$ cat src/rtl/alu_pkg.sv
// alu_pkg: shared constants and FSM encoding for the sequential divider.
package alu_pkg;
    localparam int DIV_WIDTH = 64;
    typedef enum logic [2:0] {
        IDLE = 3'd0,
        PREP = 3'd1,
        CALC = 3'd2,
        FIX  = 3'd3,
        DONE = 3'd4
    } div_state_t;
    localparam logic [DIV_WIDTH-1:0] SIGNED_MIN = {1'b1, {(DIV_WIDTH-1){1'b0}}};
    localparam logic [DIV_WIDTH-1:0] ALL_ONES   = {DIV_WIDTH{1'b1}};
endpackage

$ cat src/rtl/add_sub_64bit.sv
// add_sub_64bit: combinational adder/subtractor (i_mode=1 computes i_a - i_b).
// Ports: i_a, i_b operands; i_mode 0=add 1=sub; o_result sum/difference;
//        o_carry_flag carry out (for sub: 1 = no borrow); o_overflow_flag signed overflow.
module add_sub_64bit #(
    parameter int WIDTH = 64
) (
    input  logic [WIDTH-1:0] i_a,
    input  logic [WIDTH-1:0] i_b,
    input  logic             i_mode,
    output logic [WIDTH-1:0] o_result,
    output logic             o_carry_flag,
    output logic             o_overflow_flag
);
    logic [WIDTH-1:0] w_b;
    assign w_b = i_mode ? ~i_b : i_b;
    assign {o_carry_flag, o_result} = {1'b0, i_a} + {1'b0, w_b} + {{WIDTH{1'b0}}, i_mode};
    assign o_overflow_flag = (i_a[WIDTH-1] == w_b[WIDTH-1]) && (o_result[WIDTH-1] != i_a[WIDTH-1]);
endmodule

$ cat src/rtl/seq_divider_64bit.sv
// seq_divider_64bit: multi-cycle restoring divider, one quotient bit per cycle.
// Ports: clk, rst (async, active-high); start/is_signed/dividend/divisor request;
//        quotient/remainder results held until next start; busy while working;
//        done one-cycle result pulse; div_by_zero flags a zero divisor.
module seq_divider_64bit
    import alu_pkg::*;
#(
    parameter int WIDTH = DIV_WIDTH
) (
    input  logic             clk,
    input  logic             rst,
    input  logic             start,
    input  logic             is_signed,
    input  logic [WIDTH-1:0] dividend,
    input  logic [WIDTH-1:0] divisor,
    output logic [WIDTH-1:0] quotient,
    output logic [WIDTH-1:0] remainder,
    output logic             busy,
    output logic             done,
    output logic             div_by_zero
);
    localparam int CW = $clog2(WIDTH);
    div_state_t       r_state, w_next;
    logic [WIDTH-1:0] r_a, r_b, r_q, r_rem, w_diff;
    logic [CW-1:0]    r_cnt;
    logic             r_sgn, r_qneg, r_rneg;
    logic [WIDTH:0]   w_shift;
    logic             w_nb, w_unused_ovf, w_a_neg, w_b_neg, w_dz, w_ovf;

    assign w_a_neg = r_sgn & r_a[WIDTH-1];
    assign w_b_neg = r_sgn & r_b[WIDTH-1];
    assign w_dz    = r_b == '0;
    assign w_ovf   = r_sgn && r_a == SIGNED_MIN && r_b == ALL_ONES;
    // Stored remainder is always below the divisor, so WIDTH bits suffice; the
    // extra top bit only exists in the shifted trial value.
    assign w_shift = {r_rem, r_a[WIDTH-1]};

    add_sub_64bit #(.WIDTH(WIDTH)) u_sub (
        .i_a             (w_shift[WIDTH-1:0]),
        .i_b             (r_b),
        .i_mode          (1'b1),
        .o_result        (w_diff),
        .o_carry_flag    (w_nb),
        .o_overflow_flag (w_unused_ovf)
    );

    always_ff @(posedge clk or posedge rst)
        if (rst) r_state <= IDLE;
        else     r_state <= w_next;

    always_comb begin
        w_next = r_state;
        busy   = 1'b0;
        done   = 1'b0;
        case (r_state)
            IDLE:    w_next = start ? PREP : IDLE;
            PREP: begin
                busy   = 1'b1;
                w_next = (w_dz || w_ovf) ? DONE : CALC;
            end
            CALC: begin
                busy   = 1'b1;
                w_next = (r_cnt == CW'(WIDTH-1)) ? FIX : CALC;
            end
            FIX: begin
                busy   = 1'b1;
                w_next = DONE;
            end
            DONE: begin
                done   = 1'b1;
                w_next = IDLE;
            end
            default: w_next = IDLE;
        endcase
    end

    always_ff @(posedge clk or posedge rst) begin
        if (rst) begin
            r_a         <= '0;
            r_b         <= '0;
            r_q         <= '0;
            r_rem       <= '0;
            r_cnt       <= '0;
            r_sgn       <= 1'b0;
            r_qneg      <= 1'b0;
            r_rneg      <= 1'b0;
            quotient    <= '0;
            remainder   <= '0;
            div_by_zero <= 1'b0;
        end else begin
            case (r_state)
                IDLE: if (start) begin
                    r_a         <= dividend;
                    r_b         <= divisor;
                    r_sgn       <= is_signed;
                    div_by_zero <= 1'b0;
                end
                PREP: if (w_dz) begin
                    quotient    <= ALL_ONES;
                    remainder   <= r_a;
                    div_by_zero <= 1'b1;
                end else if (w_ovf) begin
                    quotient  <= r_a;
                    remainder <= '0;
                end else begin
                    r_a    <= w_a_neg ? -r_a : r_a;
                    r_b    <= w_b_neg ? -r_b : r_b;
                    r_qneg <= w_a_neg ^ w_b_neg;
                    r_rneg <= w_a_neg;
                    r_rem  <= '0;
                    r_cnt  <= '0;
                end
                CALC: begin
                    r_a   <= r_a << 1;
                    r_cnt <= r_cnt + 1'b1;
                    // A set bit WIDTH means the trial value exceeds any divisor.
                    if (w_shift[WIDTH] | w_nb) begin
                        r_rem <= w_diff;
                        r_q   <= {r_q[WIDTH-2:0], 1'b1};
                    end else begin
                        r_rem <= w_shift[WIDTH-1:0];
                        r_q   <= {r_q[WIDTH-2:0], 1'b0};
                    end
                end
                FIX: begin
                    quotient  <= r_qneg ? -r_q : r_q;
                    remainder <= r_rneg ? -r_rem : r_rem;
                end
                default: ;
            endcase
        end
    end
endmodule
$ cat config.mk
export PLATFORM = sky130hd
export DESIGN_NAME = seq_divider_64bit
export DESIGN_NICKNAME = d
export VERILOG_FILES = /design/src/rtl/alu_pkg.sv /design/src/rtl/add_sub_64bit.sv /design/src/rtl/seq_divider_64bit.sv
export SDC_FILE = /design/constraint.sdc
export NUM_CORES = 2
export LEC_CHECK = 0
export CAP_MARGIN = 20
export CORE_MARGIN = 2
export CORE_UTILIZATION = 45
export CTS_BUF_LIST = sky130_fd_sc_hd__clkbuf_8
export CTS_CLUSTER_DIAMETER = 150
export DETAILED_ROUTE_END_ITERATION = 6
export PLACE_DENSITY = 0.66
export SYNTH_ARGS = -nofsm -noshare
export SYNTH_HDL_FRONTEND = slang
export SYNTH_SLANG_ARGS = --single-unit
$ cat constraint.sdc
create_clock -name clk -period 14.3 [get_ports clk]
set_input_delay 2.145 -clock clk [delete_from_list [all_inputs] [get_ports clk]]
set_output_delay 2.145 -clock clk [all_outputs]
set_load 0.05 [all_outputs]
==> flow_metrics.py <==
metrics = {
    "yosys": {
        "syn_area_per_cell_um2": 8.07,
        "synthDistinctLibCells": 87,
        "yosysWarningCount": 0,
        "yosysTopAreaCellShare_pct": 37.2,
        "synth_seq_cells": 397,
        "yosys-top-cells-area": "dfrtp_1, nand2_1, o21ai_0",
        "synthFlopType": "dfrtp_1",
        "synth_seq_area_share_pct": 37.2,
        "synthesis.nets": 3508,
        "async_flop_share_pct": 100,
        "synth_area_leader_cell": "dfrtp_1",
        "syn_area_mm2": 0.0267,
        "postSynthCellCount": 3305,
        "synth-edff-count": 0,
    },
    "global_route": {
        "antenna_found_initial": 1,
        "first_global_vias": 25403,
        "track_usage_pct": 32.7,
        "grt_pass1_wl_um": 155000,
        "overflow": 0,
        "grt_max_degree": 128,
    },
    "placed_design": {
        "hpwl_um": 74400,
        "gp_congestion": 0.981,
        "io_buffers": 262,
        "dpl_cell_area_mm2": 0.0296,
    },
    "floorplanning": {
        "die-area_mm2": 0.0612,
        "die_w_um": 247,
        "die_y_um": 247,
        "io_pins": 263,
        "num_rows": 89,
        "fp.coreArea_mm2": 0.0588,
        "start_util_pct": 45.4,
    },
    "worst_hold_path": {
        "hold_path_class": "reg2reg",
        "hold_start": "r_q[63]",
    },
    "critical_path": {
        "rr_startpoint": "r_b[1]",
        "critPathMaxFanout": 64,
        "worstSetupPathType": "reg2reg",
        "endpoint_kind": "flop",
        "cp-start-kind": "flop",
        "critPathLaunch": "r_b[1]",
        "worst_ep_required_time_ns": 14.83,
        "crit_arrival_ns": 5.67,
    },
    "clock_tree": {
        "insertion_delay_ns": 0.69,
        "htreeDepth": 3,
        "cts_num_sinks": 397,
        "numCtsBuffers": 73,
        "clockRootBuffer": "clkbuf_8",
        "cts_tree": "yes",
        "cts_resized": 0,
        "holdBufCountCts": 0,
        "cts_max_path_buffers": 3,
        "postCtsSetupBuffers": 0,
        "cts.clk_slew.worst_paths_ns": 0.06,
    },
    "route": {
        "num_vias": 27120,
        "drc": 6,
        "drt-initial-drc-count": 2849,
        "viasPerCell": 6.38,
        "antenna_left": 0,
        "dr.pass1.iters": 7,
        "totalWireLength_um": 102000,
        "wl_per_cell_um": 24.0,
    },
    "final_layout": {
        "layout_commonest_cell": "nand2_1",
        "nets": 3638,
        "mostFrequentLayoutCells": "nand2_1, dfrtp_1, o21ai_0",
        "stdcell_area_mm2": 0.0310,
        "utilization_pct": 52.7,
        "area_delta_synth_final_pct": 16.1,
        "drive_gt1_share_pct": 5.72,
    },
    "sta": {
        "fin_skew_ns": 0.0407,
        "clock.fmax_ghz": 0.194,
        "finalSetupViolCount": 0,
        "tightestPinTransition_ns": 1.12,
        "final-hold-violation-count": 0,
        "rsz0062_at_grt": "false",
        "maxSlewViolCount": 0,
        "slew_headroom_pct": 25.2,
        "period_needed_ns": 5.15,
        "period_share_pct": 36.0,
        "final.setup.tns_ns": 0,
        "whs_ns": 0.503,
    },
    "power": {
        "leakage_nw": 13.1,
        "power_frac_comb_pct": 56.9,
        "p_total_mw": 7.47,
        "p_switching_mw": 3.99,
        "p_sw_share_pct": 53.5,
        "p_int_mw": 3.47,
        "ir_drop_mv": 0.178,
        "p_seq_share_pct": 29.0,
        "power_density_mw_per_mm2": 241,
        "pwr-share-clk_pct": 14.1,
    },
    "job": {
        "maxCapViolations": 0,
    },
    "status": {
        "status": "complete, but fails checks",
        "violations": "DRC",
    },
}
==> cell usage after synthesis (67+ instances only) <==
master / instances
a21oi_1: 265
o21ai_0: 318
a211oi_1: 76
nor3_1: 111
xor2_1: 91
nand3_1: 117
nor2_1: 202
xnor2_1: 88
dfrtp_1: 397
inv_1: 103
ha_1: 70
clkbuf_1: 191
a31oi_1: 67
nand2_1: 469
==> worst paths after layout <==
check	cells after the start	slack, ns	end
setup reg to reg	14	9.15	quotient[17]
hold / removal	2	0.50	r_q[63]
setup / recovery	14	9.15	quotient[17]
hold reg to reg	2	0.50	r_q[63]
min in group asynchronous	2	2.04	r_a[25]
max in group asynchronous	4	9.84	r_q[37]
==> power groups by stage <==
stage                     Combinational, mW  Clock [mW]  Sequential [mW]
after floorplan                        2.45           0             2.45
after global placement                 4.12           0             2.14
after detailed placement               4.17           0             2.15
after CTS                              4.18        1.06             2.14
after global routing                   4.57        1.11             2.21
final                                  4.25        1.05             2.17
==> routing by layer <==
metal	track usage (%)	part of all wire [%]	up-vias
met5	0	0	-
met4	16.2	5.1	0
met3	5.47	7.9	187
met2	50.2	44	1259
met1	44.8	43	13303
li1	-	-	12371
==> sequential cells by signal, summed over array words and instances (netlist names) <==
name         cells
r_qneg           1
quotient        64
r_rneg           1
r_state          3
r_b             64
r_rem           64
r_sgn            1
r_cnt            6
r_q             64
remainder       64
r_a             64
div_by_zero      1
==> per-stage QoR <==
| step | setup slack [ns] | cells |
|---|---|---|
| global placement | 8.99 | 4130 |
| floorplan | 1.12 | 3305 |
| detailed placement | 8.94 | 4130 |
| global route | 8.90 | 4251 |
| CTS | 9.06 | 4246 |
| finish | 9.15 | 4251 |
==> cells by family (layout without fill, tap and decap cells) <==
| group | Yosys count | after routing | share of synthesized area [%] |
|---|---|---|---|
| DFF | 397 | 397 | 37.2 |
| AOI/OAI and AO/OA | 1056 | 1056 | 24.5 |
| other | 0 | 2 | 0 |
| xor gates and xnor gates | 179 | 179 | 5.88 |
| muxes | 39 | 39 | 1.47 |
| adders and majority gates | 71 | 71 | 3.36 |
| and+or+nand+nor | 1222 | 1222 | 22.4 |
| buffers and inverters | 341 | 512 | 5.16 |
==> layout make-up <==
type	count	area [µm²]
Sequential cell	397	9940
Timing Repair Buffer	293	2900
Fill cell	5593	27800
Inverter	103	394
Clock inverter	33	174
Tap cell	773	967
Multi-Input combinational cell	2567	15400
Clock buffer	83	1140
Antenna cell	2	5.00
==> critical path, cell delays in order, from the launching register on <==
cell      delay (ns)
dfrtp_1         0.48
inv_1           0.16
ha_1            0.20
nor3b_1         0.70
nand4_1         0.26
nor4_2          0.27
buf_4           0.22
and2_2          0.16
buf_4           0.50
a21oi_1         0.21
nand2b_4        0.56
buf_4           0.54
or3_1           0.44
o211ai_1        0.12
o21ai_0         0.11
Power figures use the tool's default switching activity.
